<file path="src/rtl/sm_mult_arbiter.sv">
// Two-requester round-robin arbiter in front of a sequential 4-bit shift-add
// sign-magnitude multiplier (5-bit operands, 9-bit result).
module sm_mult_arbiter (
  input  logic       clk_i,
  input  logic       rst_ni,
  input  logic [1:0] req_i,
  input  logic [4:0] a0_i,
  input  logic [4:0] b0_i,
  input  logic [4:0] a1_i,
  input  logic [4:0] b1_i,
  output logic [1:0] grant_o,
  output logic       busy_o,
  output logic [1:0] done_o,
  output logic [8:0] mult_o
);

  typedef enum logic [1:0] {IDLE, CALC, DONE} state_t;

  typedef struct packed {
    logic       a_s;
    logic [3:0] a_m;
    logic       b_s;
    logic [3:0] b_m;
  } opnd_t;

  state_t     state;
  opnd_t      op;
  logic       owner;
  logic       rr_ptr;
  logic [7:0] acc;
  logic [1:0] cnt;
  logic [7:0] addend;
  logic [7:0] acc_nxt;

  // Gated by reset so no grant is visible while the block is held in reset.
  always_comb begin
    grant_o = 2'b00;
    if (rst_ni && state == IDLE) begin
      case (req_i)
        2'b01:   grant_o = 2'b01;
        2'b10:   grant_o = 2'b10;
        2'b11:   grant_o = rr_ptr ? 2'b10 : 2'b01;
        default: grant_o = 2'b00;
      endcase
    end
  end

  always_comb begin
    addend  = op.a_m[cnt] ? ({4'b0000, op.b_m} << cnt) : 8'd0;
    acc_nxt = acc + addend;
  end

  always_ff @(posedge clk_i or negedge rst_ni) begin
    if (!rst_ni) begin
      state  <= IDLE;
      op     <= '0;
      owner  <= 1'b0;
      rr_ptr <= 1'b0;
      acc    <= 8'd0;
      cnt    <= 2'd0;
      mult_o <= 9'd0;
      done_o <= 2'b00;
      busy_o <= 1'b0;
    end else begin
      case (state)
        IDLE: begin
          if (|grant_o) begin
            op     <= grant_o[1] ? opnd_t'({a1_i, b1_i}) : opnd_t'({a0_i, b0_i});
            owner  <= grant_o[1];
            rr_ptr <= grant_o[0];  // next tie goes to the other requester
            acc    <= 8'd0;
            cnt    <= 2'd0;
            busy_o <= 1'b1;
            state  <= CALC;
          end
        end
        CALC: begin
          acc <= acc_nxt;
          cnt <= cnt + 2'd1;
          if (cnt == 2'd3) begin
            // Last partial product is folded in directly on the way out.
            mult_o <= {(op.a_s ^ op.b_s) & (|acc_nxt), acc_nxt};
            done_o <= owner ? 2'b10 : 2'b01;
            state  <= DONE;
          end
        end
        DONE: begin
          done_o <= 2'b00;
          busy_o <= 1'b0;
          state  <= IDLE;
        end
        default: state <= IDLE;
      endcase
    end
  end

endmodule
</file>
<file path="config.mk">
export PLATFORM = sky130hd
export DESIGN_NAME = sm_mult_arbiter
export DESIGN_NICKNAME = d
export VERILOG_FILES = /design/src/rtl/sm_mult_arbiter.sv
export SDC_FILE = /design/constraint.sdc
export NUM_CORES = 1
export LEC_CHECK = 0
export ABC_CLOCK_PERIOD_IN_PS = 3100
export CAP_MARGIN = 20
export CORE_ASPECT_RATIO = 1.1
export CORE_UTILIZATION = 51
export CTS_CLUSTER_SIZE = 12
export DETAILED_ROUTE_END_ITERATION = 7
export PLACE_DENSITY = 0.79
export SYNTH_ARGS = -nofsm -noshare
export SYNTH_HDL_FRONTEND = slang
export SYNTH_SLANG_ARGS = --single-unit
export TNS_END_PERCENT = 100
</file>
<file path="constraint.sdc">
create_clock -name clk_i -period 3.1 [get_ports clk_i]
set_input_delay 0.62 -clock clk_i [delete_from_list [all_inputs] [get_ports clk_i]]
set_output_delay 0.62 -clock clk_i [all_outputs]
set_load 0.01 [all_outputs]
</file>
# Word level (Yosys, flattened, before mapping)
# Index checks and enable logic that the tools add are counted.
[totals]
regBits = 36
inputBits = 24
out_inout_bits = 14
wordCells = 58
[op_classes]
addsub = 2
n_lt_le_gt_ge = 1
n_eq_ne = 8
shift = 1
n_mux = 19
n_bitwise = 2
reduce_logical = 13
[ops]
columns = ["cell", "count"]
rows = [
  ["$mux 8", 2],
  ["$pmux 8 s2", 1],
  ["$mux 2", 7],
  ["$pmux 2 s2", 3],
  ["$reduce_and 2->1", 6],
  ["$mux 10", 1],
  ["$add 8x8->8", 1],
  ["$eq 2x2->1 const B", 4],
  ["$reduce_or 8->1", 1],
  ["$shl 4x2->8", 1],
  ["$pmux 2 s3", 1],
  ["$reduce_bool 2->1", 3],
  ["$eq 2x1->1 const B", 2],
  ["$lt 2x3->1 const B", 1],
  ["$add 2x1->2 const B", 1],
  ["$bmux 1 s2", 1],
  ["$logic_not 2->1", 1],
  ["$mux 1", 2],
  ["$ne 2x1->1 const B", 1],
  ["$ne 2x2->1 const B", 1],
  ["$pmux 1 s2", 1],
  ["$reduce_or 2->1", 1],
  ["$and 1x1->1", 1],
  ["$logic_and 1x1->1", 1],
  ["$xor 1x1->1", 1],
]

# Longest topological paths before layout
# Gate-level depths: netlist (run 1).
[logic_depth]
depth_word = 6
mapped_depth = 10

# Worst setup path after synthesis (run 1)
# OpenSTA, ideal clock, no wires.
[synth_path]
kind = "register to register"
start = "register cnt[0]"
end = "register mult_o[8]"
setup_time_ns = 0.088
arrival_time_ns = 2.322
t_required_ns = 3.012
setup_slack_ns = 0.689
path_stages_with_launch = 8
n_path_buf = 0
period_less_slack_ns = 2.411
cell_sequence = "dfrtp_1 mux4_2 and2_1 ha_1 nor2b_1 o31a_1 o311a_1 a41oi_1"
[synth_via]
elab_chain_len = 6
elab_cells_between_ends = 9
[synth_rtl]
columns = ["item", "line_no", "source"]
rows = [
  ["start, declared", "31", "logic [1:0] cnt;"],
  ["start signal, assigned", "79", "cnt <= cnt + 2'd1;"],
  ["$bmux 1 s2", "49", "addend = op.a_m[cnt] ? ({4'b0000, op.b_m} << cnt) : 8'd0;"],
  ["$mux 1 (implied by the code)", "49", ""],
  ["$mux 8", "49", ""],
  ["$add 8x8->8", "50", "acc_nxt = acc + addend;"],
  ["$reduce_or 8->1", "82", "mult_o <= {(op.a_s ^ op.b_s) & (|acc_nxt), acc_nxt};"],
  ["$and 1x1->1", "82", ""],
  ["end signal, assigned", "82", ""],
  ["end, declared", "14", "output logic [8:0] mult_o"],
]
# Several ways; a longest one is shown, not always the timed one. The select of a mux whose other input is x is not followed.
# A chain may end at the register's enable or synchronous reset.

# Worst setup path in the final report (run 1)
# Same ends and word-level chain as after synthesis.

==> results of run 1 <==
-- where the power goes --
| group | internal, uW | switching [uW] |
|---|---|---|
| combinational | 675 | 679 |
| clock | 180 | 162 |
| sequential | 693 | 205 |
| total | 1550 | 1050 |
-- flip-flops by register name (all words and copies together) (netlist names) --
| signal | flops |
|---|---|
| op | 10 |
| mult_o | 9 |
| state | 2 |
| owner | 1 |
| acc | 8 |
| busy_o | 1 |
| done_o | 2 |
| cnt | 2 |
| rr_ptr | 1 |
-- kinds of logic after synthesis --
logic type	after synthesis	synth area share, %
buf+inv	16	3.571
fa+ha+maj	9	6.123
flops	36	45.92
compound gates	54	17.28
simple gates	84	20.86
xor+xnor	4	1.786
mux	6	4.464
-- metal layers --
layer / routed length [um] / up-vias
li1: - / 813
met1: 1886 / 743
met2: 1801 / 44
met3: 154 / 9
met4: 70 / 0
met5: 0 / -
-- synthesized netlist by cell type, types with 3 or more instances --
library cell	instances
sky130_fd_sc_hd__ha_1	8
sky130_fd_sc_hd__nand3b_1	4
sky130_fd_sc_hd__clkbuf_1	4
sky130_fd_sc_hd__and2_1	4
sky130_fd_sc_hd__o21ai_0	17
sky130_fd_sc_hd__inv_1	7
sky130_fd_sc_hd__xnor2_1	3
sky130_fd_sc_hd__a31oi_1	10
sky130_fd_sc_hd__a21o_1	4
sky130_fd_sc_hd__nor2_1	13
sky130_fd_sc_hd__a21oi_1	10
sky130_fd_sc_hd__a22o_1	7
sky130_fd_sc_hd__dfrtp_1	36
sky130_fd_sc_hd__nand2_1	44
sky130_fd_sc_hd__nand2b_1	3
sky130_fd_sc_hd__nand3_1	5
-- layout by cell type (no fill, tap or decap), drive strengths merged, types with 5 or more instances in the layout --
master	n
o21ai	17
a31oi	10
nor2	13
dfrtp	36
ha	8
a21oi	10
inv	8
nand2	45
clkdlybuf4s50	37
clkbuf	7
nand3	7
a22o	7
buf	5
-- how the worst min path moves through the flow --
| stage | end | slack (ns) | depth (start not counted) | from |
|---|---|---|---|---|
| final | mult_o[2]$_DFFE_PN0P_ | 0.48 | 2 | mult_o[2]$_DFFE_PN0P_ |
| after CTS | mult_o[2]$_DFFE_PN0P_ | 0.48 | 2 | mult_o[2]$_DFFE_PN0P_ |
| after global placement | mult_o[4]$_DFFE_PN0P_ | 0.46 | 2 | mult_o[4]$_DFFE_PN0P_ |
| after detailed placement | mult_o[2]$_DFFE_PN0P_ | 0.47 | 2 | mult_o[2]$_DFFE_PN0P_ |
| after global routing | mult_o[7]$_DFFE_PN0P_ | 0.51 | 2 | mult_o[7]$_DFFE_PN0P_ |
| after floorplan | acc[0]$_DFFE_PN0P_ | 0.32 | 0 | rst_ni |
-- layout make-up --
cell class / instances / area (um^2) / share of cell area, %
repair buffers: 42 / 407.9 / 16.41
well taps: 50 / 62.56 / 2.516
multi-input cells: 157 / 991.0 / 39.86
inverters: 8 / 30.03 / 1.208
clock inverters: 1 / 7.507 / 0.3020
flip-flops and latches: 36 / 900.9 / 36.24
clock buffers: 7 / 86.33 / 3.473
-- worst min-delay path, cell delays in order, from the launching register on --
cell and delay, ns:
sky130_fd_sc_hd__dfrtp_1 0.34, sky130_fd_sc_hd__nand2_1 0.05, sky130_fd_sc_hd__o21ai_0 0.06
-- metrics by stage --
| step | utilization, % | cell area (um^2) | power [uW] | setup slack, ns |
|---|---|---|---|---|
| after global routing | 68.02 | 2486 | 2817 | 0.09682 |
| after global placement | 65.46 | 2392 | 2222 | 0.3501 |
| after detailed placement | 65.46 | 2392 | 2261 | 0.3411 |
| after CTS | 68.02 | 2486 | 2615 | 0.3267 |
| after floorplan | - | 1962 | 1815 | 0.6895 |
| final | 68.02 | 2486 | 2594 | 0.3234 |
==> out/metrics.cfg, run 1 <==
[status]
status = finished clean

[setup_path]
cp_data_arrival_time_ns = 2.92
crit_end = mult_o[8]$_DFFE_PN0P_
critical_path.reg2reg.startpoint = cnt[0]$_DFFE_PN0P_
cpMaxStageDelayCell = sky130_fd_sc_hd__dfrtp_1
rr_endpoint = mult_o[8]$_DFFE_PN0P_
critical_path_buf_inv_count = 0
timing_worst_setup_path_type = flop to flop
path_max_fanout = 14
max_stage_delay_ns = 0.60
timing.critical_path.from_type = flop
ff2ff_setup_slack_ns = 0.32
end_kind = flop
timing.critical_path.from = cnt[0]$_DFFE_PN0P_
worst-endpoint-required_ns = 3.25
cp_cell_sequence = mux4_2 > and2_1 > ha_1 > a21o_1 > a21oi_1 > nand2_1 > xnor2_1 > a41oi_1
cp_num_cells = 8
worstRegToRegCells = 8
worst_path_dominant_cell_family = flip-flops

[final_layout]
drive_gt1_share_pct = 8.367
num-fill-cells = 300
instances_no_fill = 301
area.growth.synth_to_final_pct = 26.72
diodes = 0
nNetsFinal = 283

[timing]
fmaxAchievable_mhz = 360.2
worst-slew-pin-transition_ns = 0.4350
layout_min_cycle_time_ns = 2.777
rsz0062_at_grt = no
finalSetupViolations = 0
fraction_of_the_cycle_the_final_worst_path_needs_pct = 89.57
finalHoldViolCount = 0
fin_worst_skew_ns = 0.003885
final-max-slew-violation-count = 0
final_worst_hold_slack_ns = 0.4776
relative_slew_slack_pct = 71.00
fin_setup_tns_ns = 0

[floorplanning]
top_level_ports = 38
initial_standard_cell_utilization_of_the_core_pct = 53.68
die_w_um = 61.14
floorplan.core_area_um2 = 3655
placement_rows = 23
chipHeight_um = 67.05
floorplan.die_area_um2 = 4099

[routing]
route.antenna.remaining_nets = 0
route.detailed.drc = 0
drtIter0Drc = 60
aggregate_routed_wire_length_um = 3911
wire_per_inst_um = 12.99
detail_route.first_pass.iterations = 4
num_vias = 1609
vias_per_cell = 5.346

[yosys]
yosysSeqAreaShare_pct = 45.92
synthesis.area_um2 = 1962
syn-mean-instance-area_um2 = 9.387
ys_seq_elements = 36
count_of_flip_flops_with_a_built_in_enable_after_synthesis = 0
synth_top_cell_area_share_pct = 45.92
synth_area_leaders = sky130_fd_sc_hd__dfrtp_1 (46%), sky130_fd_sc_hd__nand2_1 (8.4%), sky130_fd_sc_hd__ha_1 (5.1%), sky130_fd_sc_hd__o21ai_0 (4.3%), sky130_fd_sc_hd__a31oi_1 (3.2%)
ys_async_sr_fraction_pct = 100.0
synth.largest_area_cell = sky130_fd_sc_hd__dfrtp_1
mappedNetlistNets = 242
ys_dominant_reg_cell = sky130_fd_sc_hd__dfrtp_1
synth_cell_type_count = 40
yosys_warnings = 0
post_synth_inst_count = 209

[clocking]
tritoncts = yes
cts_max_level = 2
cts_buffers = 5
cts_max_path_buffers = 2
clock_latency_ns = 0.29
clock_slew_at_the_register_clock_pins_of_the_worst_setup_and_hold_paths_ns = 0.07
number_of_buffers_inserted_for_hold_repair_after_clock_tree_synthesis = 0
postCtsSetupRepairBufs = 0
cts_resized = 0
clk_root_buffer_cell = sky130_fd_sc_hd__clkbuf_8
numClockSinks = 36

[grt]
antenna_found_initial = 0
vias_in_the_first_global_route = 1507
grt.met2_usage_pct = 35.46
wire_length_of_the_first_global_routing_pass_um = 6699
grt_util_met3_pct = 5.243
globalRoute.totalOverflow = 0
global_route.peak_usage_layer = met2
grt_max_degree = 37
met1_track_utilization_from_global_routing_pct = 29.60
track_usage_pct = 22.27

[placement]
replace_congestion = 0.8578
dp.cells = 293
hpwlAfterDp_um = 2911
numPortBuffers = 37

[power]
vdd_ir_drop_max_mv = 0.4804
pwr_density_cell_nw_per_um2 = 1044
static-leakage-power_uw = 0.001126

[run]
maxCapViolCount = 0

[min_path]
min-delay-path-class = flop to flop

(Power assumes the default switching activity.)
==> run 2, diff against run 1 <==
ABC_CLOCK_PERIOD_IN_PS = 2550   (was 3100)
CORE_UTILIZATION = 46   (was 51)
PLACE_DENSITY = 0.75   (was 0.79)
clock period = 2.55 ns   (was 3.1 ns; I/O delays follow)
==> out/metrics.cfg, run 2 (synthesis gave the netlist of run 1 again) <==
[timing]
rsz0062_at_grt = yes
final.setup.worst_slack_ns = 0.06103
fraction_of_the_cycle_the_final_worst_path_needs_pct = 97.61
fin_worst_skew_ns = 0.006401
finalHoldViolCount = 0
relative_slew_slack_pct = 70.20
layout_min_cycle_time_ns = 2.489
fmaxAchievable_mhz = 401.8
finalSetupViolations = 0
final-max-slew-violation-count = 0
worst-slew-pin-transition_ns = 0.4470

[placement]
post-place-ws_ns = 0.002159
replace_congestion = 0.8585
numPortBuffers = 37
hpwlAfterDp_um = 3208

[floorplanning]
floorplan.core_area_um2 = 4024
top_level_ports = 38
initial_standard_cell_utilization_of_the_core_pct = 48.76
chipHeight_um = 70.50
floorplan.die_area_um2 = 4530
die_w_um = 64.27
placement_rows = 24

[final_layout]
biggestRegsByFlops = op x10, mult_o x9, acc x8
final_core_utilization_pct = 64.80
diodes = 0
nNetsFinal = 292
drive_gt1_share_pct = 15.38
largest_reg_flops = 10
max_flop_register = op
most_common_cell_after_layout_fill_and_taps_aside = sky130_fd_sc_hd__nand2_1
most-common-layout-cells = sky130_fd_sc_hd__nand2_1 (44), sky130_fd_sc_hd__clkdlybuf4s50_1 (36), sky130_fd_sc_hd__dfrtp_1 (35)
area.growth.synth_to_final_pct = 32.91

[routing]
wire_per_inst_um = 13.70
drtIter0Drc = 57
route.detailed.drc = 0
vias_per_cell = 5.458
num_vias = 1703
route.antenna.remaining_nets = 0
detail_route.first_pass.iterations = 5
aggregate_routed_wire_length_um = 4275

[status]
status = finished clean

[grt]
antenna_found_initial = 0
wire_length_of_the_first_global_routing_pass_um = 7314
globalRoute.totalOverflow = 0
track_usage_pct = 21.20
vias_in_the_first_global_route = 1635
grt_max_degree = 37

[power]
power_frac_comb_pct = 56.4
power.net_switching_uw = 1376
power.share.switching_pct = 40.28
pwr_density_cell_nw_per_um2 = 1310
vdd_ir_drop_max_mv = 0.5324
seq_power_share_pct = 31.4
power_frac_clock_pct = 12.2
cell_internal_pwr_uw = 2041
static-leakage-power_uw = 0.001196

[setup_path]
worst-endpoint-required_ns = 2.04
end_kind = primary output
timing.critical_path.from_type = input port
timing.critical_path.from = rst_ni
ff2ff_setup_slack_ns = 0.07
worstRegToRegCells = 8
cp_data_arrival_time_ns = 1.98
path_max_fanout = 2
timing_worst_setup_path_type = input port to primary output
crit_end = grant_o[1]
critical_path.reg2reg.startpoint = cnt[0]$_DFFE_PN0P_
rr_endpoint = mult_o[7]$_DFFE_PN0P_

[clocking]
tritoncts = yes
numClockSinks = 36
number_of_buffers_inserted_for_hold_repair_after_clock_tree_synthesis = 0
clock_latency_ns = 0.29
cts_max_path_buffers = 2
cts_max_level = 2
clock_slew_at_the_register_clock_pins_of_the_worst_setup_and_hold_paths_ns = 0.07
clk_root_buffer_cell = sky130_fd_sc_hd__clkbuf_8
cts_buffers = 5

[run]
maxCapViolCount = 0

[min_path]
min-delay-path-class = flop to flop

-- run 2: metrics by stage --
stage / power (uW) / cells / TNS [ns] / hold WS (ns) / area [um^2]
after detailed placement: 2876 / 302 / 0 / 0.4646 / 2447
after global routing: 3684 / 312 / -0.05908 / 0.5267 / 2608
after CTS: 3308 / 310 / 0 / 0.4837 / 2541
after global placement: 2819 / 302 / 0 / 0.4590 / 2447
after floorplan: 2207 / 209 / 0 / 0.2144 / 1962
final: 3417 / 312 / 0 / 0.4807 / 2608
-- run 2: worst max-delay path, cell delays in order --
cell and delay, ns:
sky130_fd_sc_hd__clkdlybuf4s50_1 0.52, sky130_fd_sc_hd__nor3b_4 0.26, sky130_fd_sc_hd__nand3_2 0.11, sky130_fd_sc_hd__inv_1 0.07
sky130_fd_sc_hd__clkdlybuf4s50_1 0.52
-- run 2: worst min-delay path by stage --
stage / startpoint / end / slack, ns / cells past startpoint
4_1_cts: mult_o[4]$_DFFE_PN0P_ / mult_o[4]$_DFFE_PN0P_ / 0.48 / 2
2_1_floorplan: rst_ni / acc[0]$_DFFE_PN0P_ / 0.21 / 0
3_5_place_dp: mult_o[4]$_DFFE_PN0P_ / mult_o[4]$_DFFE_PN0P_ / 0.46 / 2
3_3_place_gp: mult_o[4]$_DFFE_PN0P_ / mult_o[4]$_DFFE_PN0P_ / 0.46 / 2
5_1_grt: mult_o[4]$_DFFE_PN0P_ / mult_o[4]$_DFFE_PN0P_ / 0.53 / 2
6_report: mult_o[4]$_DFFE_PN0P_ / mult_o[4]$_DFFE_PN0P_ / 0.48 / 2
-- run 2: power groups by stage --
stage	combinational [uW]	clock, uW	sequential (uW)
6_report	1930	417	1070
5_1_grt	2130	449	1110
4_1_cts	1810	432	1060
3_5_place_dp	1800	0	1070
3_3_place_gp	1760	0	1060
2_1_floorplan	1140	0	1060
-- run 2: area by class of cell --
class	count	area, um^2
fillers	353	1416
multi-input cells	157	1039
flip-flops and latches	36	902.1
repair buffers	51	478.0
clock buffers	7	86.33
well taps	52	65.06
inverters	8	30.03
clock inverters	1	7.507
-- run 2: timing repair --
| item | 4_1_cts | 5_1_grt |
|---|---|---|
| setup endpoints to repair | 1 | 9 |
| pin swaps | 1 | 6 |
| gates cloned | 0 | 0 |
| gates resized for setup | 0 | 13 |
| setup buffers | 0 | 2 |
-- run 2: metal layers --
layer / part of all wire [%] / global-route usage [%]
met2: 51 / 34.85
met3: 4.1 / 4.902
met5: 0 / 0
met4: 1.7 / 8.148
met1: 44 / 26.84
